==> src/rtl/ctx_update_ctrl.sv <==
// ---------------------------------------------------------------------------
// ctx_update_ctrl
//
// Read-modify-write sequencer for the JPEG-LS context store. It owns the
// context RAM ports and feeds the (external, combinational) bias-cancellation
// datapath that computes the updated A/B/C/N/Nn fields.
//
// After reset it sweeps every context with the initial word
// {A_INIT, 0, 0, 1, 0}. Once the sweep is done it accepts one update request
// per cycle. Each request goes through two stages:
//   stage 0 (accept cycle)   : RAM read issued
//   stage 1 (next cycle)     : word unpacked to dp_*, result written back
//
// Handshake: a request transfers on a cycle where req_valid && req_ready are
// both high. req_ready never depends on req_valid. A request held with
// req_valid high keeps its payload stable until it transfers.
//
// Configuration macro: CTX_FORWARD_EN
//   defined   : a one-cycle forward register resolves back-to-back updates of
//               the same context, so there are no stalls.
//   undefined : no forward register. req_ready drops for one cycle when the
//               incoming context equals the one in stage 1, so the read
//               happens after the write has committed.
//
// Ports
//   clk, reset            clock, asynchronous active-high reset
//   start_init            re-run the init sweep (RUN state, stage 1 empty)
//   init_busy             high while the init sweep is running
//   req_*                 update request (valid/ready)
//   ram_rd_* / ram_wr_*   context RAM ports (read data returns next cycle,
//                         read-during-write returns old data)
//   dp_*                  current context and controls to the datapath
//   dp_*_new              datapath results
//   upd_done / upd_ctx    one pulse per retired request, with its context
// ---------------------------------------------------------------------------
module ctx_update_ctrl #(
  parameter int CTX_COUNT          = 367,
  parameter int CTX_ADDR_W         = 9,
  parameter int A_length           = 14,
  parameter int B_length           = 8,
  parameter int C_length           = 8,
  parameter int N_length           = 7,
  parameter int Nn_length          = 7,
  parameter int mode_length        = 2,
  parameter int modresidual_length = 8,
  parameter int RESET_THRESH       = 64,
  parameter int A_INIT             = 4,
  parameter int CTX_W              = 44
) (
  input  logic                          clk,
  input  logic                          reset,
  input  logic                          start_init,
  output logic                          init_busy,
  input  logic                          req_valid,
  output logic                          req_ready,
  input  logic [CTX_ADDR_W-1:0]         req_ctx,
  input  logic [mode_length-1:0]        req_mode,
  input  logic [modresidual_length-1:0] req_err,
  input  logic                          req_ritype,
  output logic                          ram_rd_en,
  output logic [CTX_ADDR_W-1:0]         ram_rd_addr,
  input  logic [CTX_W-1:0]              ram_rd_data,
  output logic                          ram_wr_en,
  output logic [CTX_ADDR_W-1:0]         ram_wr_addr,
  output logic [CTX_W-1:0]              ram_wr_data,
  output logic [A_length-1:0]           dp_A,
  output logic [B_length-1:0]           dp_B,
  output logic [C_length-1:0]           dp_C,
  output logic [N_length-1:0]           dp_N,
  output logic [Nn_length-1:0]          dp_Nn,
  output logic                          dp_resetFlag,
  output logic [mode_length-1:0]        dp_mode,
  output logic [modresidual_length-1:0] dp_errValue,
  output logic                          dp_RIType,
  input  logic [A_length-1:0]           dp_A_new,
  input  logic [B_length-1:0]           dp_B_new,
  input  logic [C_length-1:0]           dp_C_new,
  input  logic [N_length-1:0]           dp_N_new,
  input  logic [Nn_length-1:0]          dp_Nn_new,
  output logic                          upd_done,
  output logic [CTX_ADDR_W-1:0]         upd_ctx
);

  // Packed word layout, MSB first: {A, B, C, N, Nn}
  localparam int NN_LSB = 0;
  localparam int N_LSB  = NN_LSB + Nn_length;
  localparam int C_LSB  = N_LSB + N_length;
  localparam int B_LSB  = C_LSB + C_length;
  localparam int A_LSB  = B_LSB + B_length;

  localparam logic [CTX_W-1:0] INIT_WORD = {A_length'(A_INIT), B_length'(0),
                                            C_length'(0), N_length'(1),
                                            Nn_length'(0)};
  localparam logic [CTX_ADDR_W-1:0]  LAST_CTX   = CTX_ADDR_W'(CTX_COUNT - 1);
  localparam logic [mode_length-1:0] MODE_REG   = mode_length'(0);
  localparam logic [mode_length-1:0] MODE_RI    = mode_length'(2);
  localparam logic [N_length-1:0]    N_THRESH   = N_length'(RESET_THRESH);

  typedef enum logic [0:0] {
    ST_INIT = 1'b0,
    ST_RUN  = 1'b1
  } state_e;

  state_e                          state_q, state_d;
  logic [CTX_ADDR_W-1:0]           init_cnt_q, init_cnt_d;

  logic                            s1_valid_q, s1_valid_d;
  logic [CTX_ADDR_W-1:0]           s1_ctx_q, s1_ctx_d;
  logic [mode_length-1:0]          s1_mode_q, s1_mode_d;
  logic [modresidual_length-1:0]   s1_err_q, s1_err_d;
  logic                            s1_ritype_q, s1_ritype_d;

  logic                            start_init_take;
  logic                            hazard_stall;
  logic                            accept;
  logic                            init_wr;
  logic                            s1_writes;
  logic [CTX_W-1:0]                ctx_word;
  logic [CTX_W-1:0]                new_word;

`ifdef CTX_FORWARD_EN
  logic                            fwd_valid_q, fwd_valid_d;
  logic [CTX_ADDR_W-1:0]           fwd_ctx_q, fwd_ctx_d;
  logic [CTX_W-1:0]                fwd_word_q, fwd_word_d;
`endif

  // ---------------------------------------------------------------------
  // Control FSM: INIT sweep / RUN
  // ---------------------------------------------------------------------
  // start_init is only taken with stage 1 empty; the request port is closed
  // on that cycle so nothing enters stage 1 while the sweep owns the RAM.
  assign start_init_take = (state_q == ST_RUN) && start_init && !s1_valid_q;

`ifdef CTX_FORWARD_EN
  assign hazard_stall = 1'b0;
`else
  assign hazard_stall = s1_valid_q && (req_ctx == s1_ctx_q);
`endif

  always_comb begin
    state_d    = state_q;
    init_cnt_d = init_cnt_q;
    init_wr    = 1'b0;
    req_ready  = 1'b0;
    case (state_q)
      ST_INIT: begin
        init_wr = 1'b1;
        if (init_cnt_q == LAST_CTX) begin
          state_d    = ST_RUN;
          init_cnt_d = '0;
        end else begin
          init_cnt_d = init_cnt_q + 1'b1;
        end
      end
      ST_RUN: begin
        req_ready = !start_init_take && !hazard_stall;
        if (start_init_take) begin
          state_d    = ST_INIT;
          init_cnt_d = '0;
        end
      end
      default: begin
        state_d    = ST_INIT;
        init_cnt_d = '0;
      end
    endcase
  end

  // Combinational outputs must read 0 while reset is held, so the state
  // decode is qualified with reset here.
  assign init_busy = (state_q == ST_INIT) && !reset;

  // ---------------------------------------------------------------------
  // Stage 0: accept and issue the read
  // ---------------------------------------------------------------------
  assign accept      = req_valid && req_ready;
  assign ram_rd_en   = accept;
  assign ram_rd_addr = accept ? req_ctx : '0;

  always_comb begin
    s1_valid_d  = accept;
    s1_ctx_d    = s1_ctx_q;
    s1_mode_d   = s1_mode_q;
    s1_err_d    = s1_err_q;
    s1_ritype_d = s1_ritype_q;
    if (accept) begin
      s1_ctx_d    = req_ctx;
      s1_mode_d   = req_mode;
      s1_err_d    = req_err;
      s1_ritype_d = req_ritype;
    end
  end

  // ---------------------------------------------------------------------
  // Stage 1: select word, drive datapath, write back
  // ---------------------------------------------------------------------
  always_comb begin
    ctx_word = ram_rd_data;
`ifdef CTX_FORWARD_EN
    // The RAM returns stale data when this read overlapped last cycle's
    // write to the same context; the forward register holds the fresh word.
    if (fwd_valid_q && (fwd_ctx_q == s1_ctx_q)) begin
      ctx_word = fwd_word_q;
    end
`endif
  end

  always_comb begin
    dp_A         = '0;
    dp_B         = '0;
    dp_C         = '0;
    dp_N         = '0;
    dp_Nn        = '0;
    dp_resetFlag = 1'b0;
    dp_mode      = '0;
    dp_errValue  = '0;
    dp_RIType    = 1'b0;
    if (s1_valid_q) begin
      dp_A         = ctx_word[A_LSB  +: A_length];
      dp_B         = ctx_word[B_LSB  +: B_length];
      dp_C         = ctx_word[C_LSB  +: C_length];
      dp_N         = ctx_word[N_LSB  +: N_length];
      dp_Nn        = ctx_word[NN_LSB +: Nn_length];
      dp_resetFlag = (ctx_word[N_LSB +: N_length] == N_THRESH);
      dp_mode      = s1_mode_q;
      dp_errValue  = s1_err_q;
      dp_RIType    = s1_ritype_q;
    end
  end

  assign new_word  = {dp_A_new, dp_B_new, dp_C_new, dp_N_new, dp_Nn_new};
  // Modes 1 and 3 are no-ops: they retire without touching the RAM.
  assign s1_writes = s1_valid_q && ((s1_mode_q == MODE_REG) || (s1_mode_q == MODE_RI));

  // The sweep and stage 1 never overlap: INIT is only entered with stage 1
  // empty and no request is accepted while in INIT.
  always_comb begin
    ram_wr_en   = 1'b0;
    ram_wr_addr = '0;
    ram_wr_data = '0;
    if (!reset) begin
      if (init_wr) begin
        ram_wr_en   = 1'b1;
        ram_wr_addr = init_cnt_q;
        ram_wr_data = INIT_WORD;
      end else if (s1_writes) begin
        ram_wr_en   = 1'b1;
        ram_wr_addr = s1_ctx_q;
        ram_wr_data = new_word;
      end
    end
  end

  assign upd_done = s1_valid_q;
  assign upd_ctx  = s1_valid_q ? s1_ctx_q : '0;

`ifdef CTX_FORWARD_EN
  // Holds the last write-back for exactly one cycle.
  always_comb begin
    fwd_valid_d = s1_writes;
    fwd_ctx_d   = fwd_ctx_q;
    fwd_word_d  = fwd_word_q;
    if (s1_writes) begin
      fwd_ctx_d  = s1_ctx_q;
      fwd_word_d = new_word;
    end
  end
`endif

  // ---------------------------------------------------------------------
  // Registers
  // ---------------------------------------------------------------------
  always_ff @(posedge clk or posedge reset) begin
    if (reset) begin
      state_q     <= ST_INIT;
      init_cnt_q  <= '0;
      s1_valid_q  <= 1'b0;
      s1_ctx_q    <= '0;
      s1_mode_q   <= '0;
      s1_err_q    <= '0;
      s1_ritype_q <= 1'b0;
    end else begin
      state_q     <= state_d;
      init_cnt_q  <= init_cnt_d;
      s1_valid_q  <= s1_valid_d;
      s1_ctx_q    <= s1_ctx_d;
      s1_mode_q   <= s1_mode_d;
      s1_err_q    <= s1_err_d;
      s1_ritype_q <= s1_ritype_d;
    end
  end

`ifdef CTX_FORWARD_EN
  always_ff @(posedge clk or posedge reset) begin
    if (reset) begin
      fwd_valid_q <= 1'b0;
      fwd_ctx_q   <= '0;
      fwd_word_q  <= '0;
    end else begin
      fwd_valid_q <= fwd_valid_d;
      fwd_ctx_q   <= fwd_ctx_d;
      fwd_word_q  <= fwd_word_d;
    end
  end
`endif

endmodule
==> config.mk <==
export PLATFORM = sky130hd
export DESIGN_NAME = ctx_update_ctrl
export DESIGN_NICKNAME = d
export VERILOG_FILES = /design/src/rtl/ctx_update_ctrl.sv
export SDC_FILE = /design/constraint.sdc
export NUM_CORES = 1
export LEC_CHECK = 0
export CORE_MARGIN = 10
export CORE_UTILIZATION = 32
export CTS_BUF_LIST = sky130_fd_sc_hd__clkbuf_4
export CTS_CLUSTER_DIAMETER = 80
export DETAILED_ROUTE_END_ITERATION = 8
export MAX_ROUTING_LAYER = met4
export PLACE_DENSITY = 0.88
export SYNTH_ARGS = -nofsm -noshare
export SYNTH_HDL_FRONTEND = slang
export SYNTH_SLANG_ARGS = --single-unit
==> constraint.sdc <==
create_clock -name clk -period 3.8 [get_ports clk]
set_input_delay 0.76 -clock clk [delete_from_list [all_inputs] [get_ports clk]]
set_output_delay 0.76 -clock clk [all_outputs]
set_load 0.005 [all_outputs]
---- After elaboration in Yosys (flattened, before gate mapping) ----
Cells that the tools add are included.
word-level totals
  bits in registers ....................... 31
  output and inout port bits .............. 132
  memories ................................ 0
  input port bits ......................... 112
  logic and storage cells ................. 54
  memory bits (writable) .................. 0
  bits in read-only memories .............. 0
  bits in latches ......................... 0
cells by class
  shifts and indexed selects .............. 0
  $add $sub $neg .......................... 1
  magnitude comparators ................... 0
  $mul .................................... 0
  divide/modulo/power cells ............... 0
  reductions and logical operators ........ 13
  bitwise logic cells ..................... 1
  equality and inequality tests ........... 5
  multiplexer cells ....................... 27
operators with widths
  kind                                                                     number
  44-bit 2-to-1 mux                                                        3
  9-bit 2-to-1 mux                                                         7
  8-bit 2-to-1 mux                                                         3
  9-bit one-hot mux with 2 select lines                                    1
  14-bit 2-to-1 mux                                                        1
  7-bit 2-to-1 mux                                                         2
  9-bit by 1-bit adder with 9-bit output, second input constant            1
  9-bit equality test                                                      1
  9-bit equality test, second input constant                               1
  1-bit 2-to-1 mux                                                         8
  7-bit equality test, second input constant                               1
  1-bit logical AND                                                        7
  1-bit zero test                                                          4
  2-bit equality test, second input constant                               1
  2-bit zero test                                                          1
  2-bit 2-to-1 mux                                                         1
  2-bit by 1-bit inequality test with 1-bit output, second input constant  1
  1-bit one-hot mux with 2 select lines                                    1
  1-bit logical OR                                                         1
  1-bit NOT                                                                1

---- Longest topological paths before layout ----
  depth in word-level cells ............... 7
  depth in mapped cells ................... 5
  mapped depth without buffers ............ 5

---- Least setup slack after synthesis ----
Ideal clock, no wire load.
  path kind ............................... input -> output
  from .................................... input port reset
  to ...................................... output port ram_wr_addr[0]
  buffers on the path ..................... 1
  data required time ...................... 3.040 ns
  stages on the path ...................... 4
  slack ................................... 0.833 ns
  arrival ................................. 2.207 ns
  path through ............................ inv_1 -> and3_1 -> clkbuf_1 -> a22o_1
between the ends
  cells in the longest elaborated chain, start to end .. 1
RTL lines
  element           line  source
  start, declared   51    input logic reset,
  9-bit 2-to-1 mux  241   if (!reset) begin
  end, declared     64    output logic [CTX_ADDR_W-1:0] ram_wr_addr,
Every way passes these cells.

---- Final worst setup path ----
  from .................................... input port req_ctx[4]
  to ...................................... output port ram_rd_addr[1]
between the ends
  cells in the longest elaborated chain, start to end .. 7
RTL lines
  element              line  source
  start, declared      56    input logic [CTX_ADDR_W-1:0] req_ctx,
  9-bit equality test  137   assign hazard_stall = s1_valid_q && (req_ctx == s1_ctx_q);
  1-bit logical AND    137
  1-bit zero test      156   req_ready = !start_init_take && !hazard_stall;
  1-bit logical AND    156
  1-bit 2-to-1 mux     145   case (state_q)
  1-bit logical AND    176   assign accept = req_valid && req_ready;
  9-bit 2-to-1 mux     178   assign ram_rd_addr = accept ? req_ctx : '0;
  end, declared        61    output logic [CTX_ADDR_W-1:0] ram_rd_addr,
Every way passes these cells.

==> flow_metrics.tcl <==
set metrics [dict create \
    status "complete, no violations" \
    start_kind "primary input" \
    synth_seq_cells 31 \
    start_util 0.329 \
    wl_mm 11.7 \
    max_freq_mhz 283 \
    critPathKind "in -> out" \
    cellLeakagePower_nw 2.03 \
    cp-end-kind "output pin" \
    nets 625 \
    postCtsSetupBuffers 0 \
    synth_area_leaders "dfrtp_1 (32%), and2_1 (30%), mux2_4 (6.3%), mux2_2 (4.7%), a22o_1 (3.7%)" \
    htreeDepth 2 \
    dpl_cell_area_um2 4940 \
    grt_max_degree 66 \
    clk_transition_reported_paths_ns 0.09 \
    drv_slew 0 \
    drt_first_pass_iters 4 \
    setup_viol 0 \
    synth_warnings 0 \
    rows 31 \
    io_buffers 243 \
    fill_cells 549 \
    grt_pass1_wl_mm 17.3 \
    clock_sinks 31 \
    antenna_cells 0 \
    dieWidth_um 106 \
    synth_flop_cell "dfrtp_1" \
    yosys.area.top_type "dfrtp_1" \
    post_cts_resized 0 \
    worst_slew_pin_slew_ns 0.505 \
    syn_nets 383 \
    wire_per_inst_um 19.2 \
    core_um2 7250 \
    clock_path_buffers 2 \
    via_per_inst 4.60 \
    drc 0 \
    dp_hpwl_mm 10.2 \
    power_w 0.00125 \
    setup_tns_ns 0 \
    utilization 0.689 \
    p_per_area_nw_per_um2 250 \
    yosysMostFrequentCell "and2_1" \
    vdd_drop_max_v 0.000219 \
    syn_to_final_growth_pct 109 \
    grt-ovfl-total 0 \
    hp-class "reg -> reg" \
    synth_edf_count 0 \
    clkLatencyLatePin_ns 0.33 \
    num_vias 2812 \
    synth-seq-area-share 0.325 \
    synth_area_um2 2390 \
    synth_cells 269 \
    worstPathArrival_ns 2.77 \
    worstPathRequired_ns 3.04 \
    ant_nets 0 \
    dieHeight_um 106 \
    boundaryPins 244 \
    relSlewSlack 0.664 \
    multiInputGateArea_um2 1530 \
    synthArstFlopShare 1.00 \
    place.gp.congestion 0.921 \
    cp_max_fo 12 \
    drt_iter0_drc 91 \
    hold_viol 0 \
    ff_latch_area_um2 776 \
    fin_area_um2 5000 \
    cts-root-buf "clkbuf_4" \
    cts_hold_buf 0 \
    grt_pass1_vias 2844 \
    fin_crit_sh 0.929 \
    cts_tree "done" \
    final.setup_skew_ns 0.0105 \
    track_usage 0.201 \
    postSynthAreaPerCell_um2 8.88 \
    synth_commonest_cells "and2_1 (116), dfrtp_1 (31), clkbuf_1 (13)" \
    synth_top_area_frac 0.325 \
    rsz0062_at_grt "no" \
    ys_types 31 \
    fin_crit_ns 3.53 \
    die_area_um2 11300 \
    numCtsBuffers 5 \
    drv_cap 0 \
    antenna_found_initial 0 \
    drive_above_1_share 0.0781 \
]
-- kinds of logic after synthesis --
| kind of cell | count (synthesis) | synth area share |
|---|---|---|
| AND/OR/NAND/NOR | 154 | 0.393 |
| XOR/XNOR | 10 | 0.0367 |
| multiplexers | 20 | 0.110 |
| AO/OA/AOI/OAI | 31 | 0.0880 |
| adder cells (fa/ha/maj) | 2 | 0.0105 |
| flip-flops | 31 | 0.325 |
| buffers and inverters | 21 | 0.0372 |
-- routing by layer --
metal	global-route usage	vias up	wire [um]
met5	-	-	0
met4	0.0493	0	192
met3	0.0513	15	863
met2	0.365	139	6120
met1	0.212	1285	4560
li1	-	1373	-
-- placed cells by master, fill, tap and decap left out, drive strengths merged, types with 5 or more instances in the layout --
| cell | Yosys | layout |
|---|---|---|
| clkdlybuf4s50 | 0 | 243 |
| and2 | 116 | 116 |
| dfrtp | 31 | 31 |
| mux2 | 20 | 20 |
| xor2 | 10 | 10 |
| a22o | 10 | 10 |
| o21ai | 9 | 9 |
| nor2 | 8 | 8 |
| nand2 | 8 | 8 |
| buf | 3 | 8 |
| clkbuf | 13 | 7 |
| inv | 5 | 5 |
| a21oi | 5 | 5 |
| nand3 | 5 | 5 |
-- final cells by class --
cell class,count,area share
well taps,99,0.0248
multi-input cells,217,0.306
repair buffers,251,0.499
flip-flops and latches,31,0.155
clock inverters,1,0.00100
clock buffers,7,0.0105
inverters,5,0.00375
-- registers in the layout, summed over array words and instances, names as in the netlist --
register / flops
init_cnt_q: 9
s1_ctx_q: 9
s1_err_q: 8
s1_mode_q: 2
s1_ritype_q: 1
state_q: 1
upd_done: 1
-- metrics by stage --
step                hold slack, ns  instances  setup slack, ns
finish                       0.511        611            0.269
global route                 0.522        611            0.134
CTS                          0.512        611            0.233
detailed placement           0.489        603            0.235
global placement             0.486        603            0.294
floorplan                    0.473        269            0.833
-- critical path: stages --
cell	delay (ns)
clkdlybuf4s50_1	0.46
xor2_1	0.18
nor4_2	0.38
a31oi_2	0.29
and2_1	0.24
clkdlybuf4s50_1	0.46
-- path summary, 6_finish.rpt --
check / start / to / slack (ns) / cells after the start
worst max-delay path: req_ctx[4] / ram_rd_addr[1] / 0.27 / 6
worst min-delay path: s1_ritype_q$_DFFE_PP0P_ / s1_ritype_q$_DFFE_PP0P_ / 0.51 / 1
worst max register to register: state_q$_DFF_PP0_ / s1_mode_q[0]$_DFFE_PP0P_ / 1.84 / 4
worst min register to register: s1_ritype_q$_DFFE_PP0P_ / s1_ritype_q$_DFFE_PP0P_ / 0.51 / 1
max in group asynchronous: reset / s1_ctx_q[7]$_DFFE_PP0P_ / 2.54 / 3
min in group asynchronous: reset / init_cnt_q[4]$_DFFE_PP0P_ / 0.97 / 3
-- where the power goes --
group | internal, W | leakage (nW) | switching, W
clock network | 0.0000863 | 0.0361 | 0.000108
logic | 0.000331 | 1.61 | 0.000158
registers | 0.000439 | 0.384 | 0.000128
(Power assumes the default switching activity.)
==> patch 1, RTL diff (same flow settings) <==
The parameter `CTX_ADDR_W` goes from 9 to 10.
--- a/src/rtl/ctx_update_ctrl.sv
+++ b/src/rtl/ctx_update_ctrl.sv
@@ -37,3 +37,3 @@
   parameter int CTX_COUNT          = 367,
-  parameter int CTX_ADDR_W         = 9,
+  parameter int CTX_ADDR_W         = 10,
   parameter int A_length           = 14,
Interface: changed (resized ram_rd_addr, ram_wr_addr, req_ctx and upd_ctx); port bits go from 244 to 248. No check against the original RTL was run, so the function may have changed too.
==> patch 1 against the original RTL <==
Sequential cell count is 2 higher. Worst hold slack better by 0.032 ns. Worst setup slack better by 0.10 ns. Routed wire length is 24% higher. Critical path depth stayed put. Final area is 12% higher. Power is 28% higher. Synthesized area is 26% higher.
==> patch 1: results (changes against the original RTL) <==
vias in the first global route=3,733 (+31%); post-synthesis mux area share=0.00373 (-0.106); fillcell total=815 (+48%); biggest regs=init_cnt_q x10, s1_ctx_q x10, s1_err_q x8; hold endpoint=s1_err_q[5]; initial DRC count=188 (+110%); DP Area=5570 um2 (+13%); Synth Area in Compound Gates=0.163 (+0.0753); Comb group=0.720 mW (+47%); top cells by area, synth=dfrtp_1 27%, and2_1 23%, nand4_1 7.0%; Nets=717 (+15%); Clock Power Share=0.132 (-0.023); worst reg2reg startpoint=upd_done; post-synth cell types=36 (+16%); status=finished clean; WL final=14.6 mm (+24%); clkbuf count=6 (-1); RePlAce Congestion=0.911 (-1.0%); non-clock buffer count=260 (+3.6%); syn nets=488 (+27%); Leak=2.27 nW (+12%); VDD IR-drop max=0.000159 V (-28%); end-of-flow core utilization=0.611 (-0.0780); crit path DAT=2.67 ns (-0.10 ns); Buffers on Ports=247 (+1.6%); initial antenna violation count=0 (unchanged); fraction of layout cells with a size suffix above 1=0.0564 (-0.0217); Max-slew headroom=0.551 (-0.113); gr usage total=0.204 (+0.00267); Reg2Reg Depth=6 (+2); Skew-Pair Late Insertion Delay=0.35 ns (+0.02 ns); Data buffer area share=0.457 (-0.0414); Critical Path Start=req_ctx[2]; post-DP HPWL=11.7 mm (+15%); Multi-input gate area=2010 um2 (+31%); reg2reg end=init_cnt_q[6]; WL per Instance=20.5 um (+6.5%); Switching Fraction=0.392 (+0.0773); P_sw=0.628 mW (+60%); clock-cell share of area=0.00980 (-0.00172); Hold Path Depth=2 (+1); multi-input combinational gate total=297 (+37%); wire length of the first global-routing pass=21.5 mm (+24%); DP Worst Slack=0.364 ns (+0.129 ns); Hold Slack=0.543 ns (+0.0319 ns); Post-CTS Setup Inserts=0 (unchanged); post-synthesis sequential area ratio=0.274 (-0.0511); Site Rows=35 (+13%); Worst Min Path Start=s1_err_q[5]; Seq Cell Count=33 (+6.5%); clock skew=0.0139 ns (+0.00340 ns); most frequent cells after synthesis=111 x and2_1, 34 x nand4_1, 33 x dfrtp_1; Setup crit end=ram_rd_en; Synth Area in Adders=0.00829 (-0.00218); largest net degree at the start of global routing=69 (+4.5%); Mean Syn Cell Area=8.09 um2 (-8.9%); Worst Slack Setup Final=0.368 ns (+0.0998 ns); Synth Area in XOR/XNOR=0.0377 (+0.00106); setup slack, reg-to-reg=1.96 ns (+0.12 ns); DR vias/cell=5.12 (+11%)
[patch 1: cell count changes after synthesis, moves of 8 or more]
| cell | delta |
|---|---|
| mux2_2 | -9 |
| nor3b_2 | +8 |
| clkbuf_1 | +11 |
| buf_2 | +9 |
| nand3_1 | +14 |
| nand2_1 | +14 |
| a21o_1 | +13 |
| mux2_4 | -10 |
| nand4_1 | +33 |
| a2bb2oi_1 | +16 |
[patch 1: routing by layer]
layer,global-route usage,vias up,share of wire
met5,-,-,0
met4,0.0354,0,0.014
met3,0.0316,19,0.052
met2,0.365,134,0.56
met1,0.237,1736,0.38
li1,-,1764,-
[patch 1: worst max-delay path, cell delays in order]
cell and delay [ns]:
clkdlybuf4s50_1 0.47, xor2_1 0.20, nor4_4 0.30, and3_4 0.36
nor2_1 0.09, clkdlybuf4s50_1 0.48
==> patch 2, RTL diff (config.mk and constraints unchanged) <==
Without the edit above. Register the output `dp_errValue`, cleared by the reset; this adds one clock of latency there. The other outputs are not delayed to match.
--- a/src/rtl/ctx_update_ctrl.sv
+++ b/src/rtl/ctx_update_ctrl.sv
@@ -103,2 +103,4 @@
 
+  logic [modresidual_length-1:0] dp_errValue_d;
+
   state_e                          state_q, state_d;
@@ -215,3 +217,3 @@
     dp_mode      = '0;
-    dp_errValue  = '0;
+    dp_errValue_d = '0;
     dp_RIType    = 1'b0;
@@ -225,3 +227,3 @@
       dp_mode      = s1_mode_q;
-      dp_errValue  = s1_err_q;
+      dp_errValue_d = s1_err_q;
       dp_RIType    = s1_ritype_q;
@@ -306,2 +308,10 @@
 
+  always_ff @(posedge clk or posedge reset) begin
+    if (reset) begin
+      dp_errValue <= '0;
+    end else begin
+      dp_errValue <= dp_errValue_d;
+    end
+  end
+
 endmodule
Function: no difference found for any inputs over 10 cycles, from zero or initial values and one cycle with reset high; that may be too few to reach the edited logic, so the function may still have changed.
==> patch 2 against the original RTL <==
Sequential share of layout area rose by 3.0 points. Synthesized area rose by 11%. Combinational power is 7.0% higher. Largest cell class unchanged. Utilization is 4.1 points lower. Count of clock-buffer cells in the layout down 2. Power grew 10%. Clock power is 6% higher. Worst setup slack got worse by 0.075 ns. Sequential cell count up 8. First-iteration DRC count down 19%. Fmax shrank 2.1%. Cell count rose by 1.8%. Final area up 5.5%. Routed wire length up 5.9%.
==> patch 2: results (changes against the original RTL) <==
gr usage total=0.196 (-0.00468); GRT met2 Usage=0.367 (+0.00186); clock sink total=39 (+26%); worst reg2reg startpoint=s1_ctx_q[7]; post-DP HPWL=10.6 mm (+4.2%); initial DRC count=74 (-19%); metal2 WL=6.83 mm (+11%); FF/Latch Area=976 um2 (+26%); reg2reg end=s1_err_q[7]; non-clock buffer count=250 (-0.40%); crit path DAT=2.85 ns (+0.08 ns); Worst Min Path Start=s1_err_q[6]; post-synthesis sequential area ratio=0.369 (+0.0442); Critical Path Start=req_ctx[8]; clkbuf count=5 (-2); biggest regs=init_cnt_q x9, s1_ctx_q x9; top cells by area, synth=dfrtp_1 37%, and2_1 28%, mux2_4 11%; wire length of the first global-routing pass=18.9 mm (+9.0%); hold endpoint=dp_errValue[6]; post-synth cell types=34 (+9.7%); fraction of layout cells with a size suffix above 1=0.0812 (+0.00311); clock-cell share of area=0.00996 (-0.00155); VDD IR-drop max=0.000193 V (-12%); Data buffer area share=0.476 (-0.0228); setup slack, reg-to-reg=1.79 ns (-0.05 ns); vias in the first global route=3,096 (+8.9%); Crit path largest cell delay=0.49 ns (+0.03 ns); clock skew=0.0109 ns (+0.000396 ns); Tcrit/Tclk final=0.949 (+0.0197); DP Cell Count=614 (+1.8%); Hold Slack=0.500 ns (-0.0114 ns); multi-input combinational gate total=216 (-0.46%); Inverters=4 (-1); routed length on met3=1.02 mm (+18%); Metal-1 WL=4.49 mm (-1.6%); WL per Instance=20.0 um (+4.0%); Vias=2,892 (+2.8%); cell area after layout=5280 um2 (+5.5%); Synth-to-Final Area Change=99.4%; Nets=630 (+0.80%); status=finished clean; Mean Syn Cell Area=9.58 um2 (+7.9%); grt met1 use=0.196 (-0.0165); Leak=2.18 nW (+7.6%); Reg2Reg Depth=6 (+2); met3 usage=0.0622 (+0.0109)
patch 2: changes by cell type after synthesis, sizes merged, moves of 2 or more:
cell and change:
dfrtp +8, nor2 -3, a21o +2, and3 +2, clkbuf +2, o21ai -2
patch 2: kinds of logic (layout without fill, tap and decap cells):
kind of cell             count (synthesis)  after routing  synth area share
AND/OR/NAND/NOR                        154            154             0.361
adder cells (fa/ha/maj)                  2              2           0.00946
buffers and inverters                   21            262            0.0355
multiplexers                            20             20             0.114
AO/OA/AOI/OAI                           30             30            0.0785
flip-flops                              39             39             0.369
XOR/XNOR                                10             10            0.0331
patch 2: power by group through the flow:
stage	clock network [mW]	registers (mW)	logic, mW
after floorplan	0	0.612	0.276
after global placement	0	0.654	0.509
after detailed placement	0	0.661	0.528
after CTS	0.212	0.652	0.532
after global routing	0.229	0.673	0.569
final	0.205	0.653	0.523
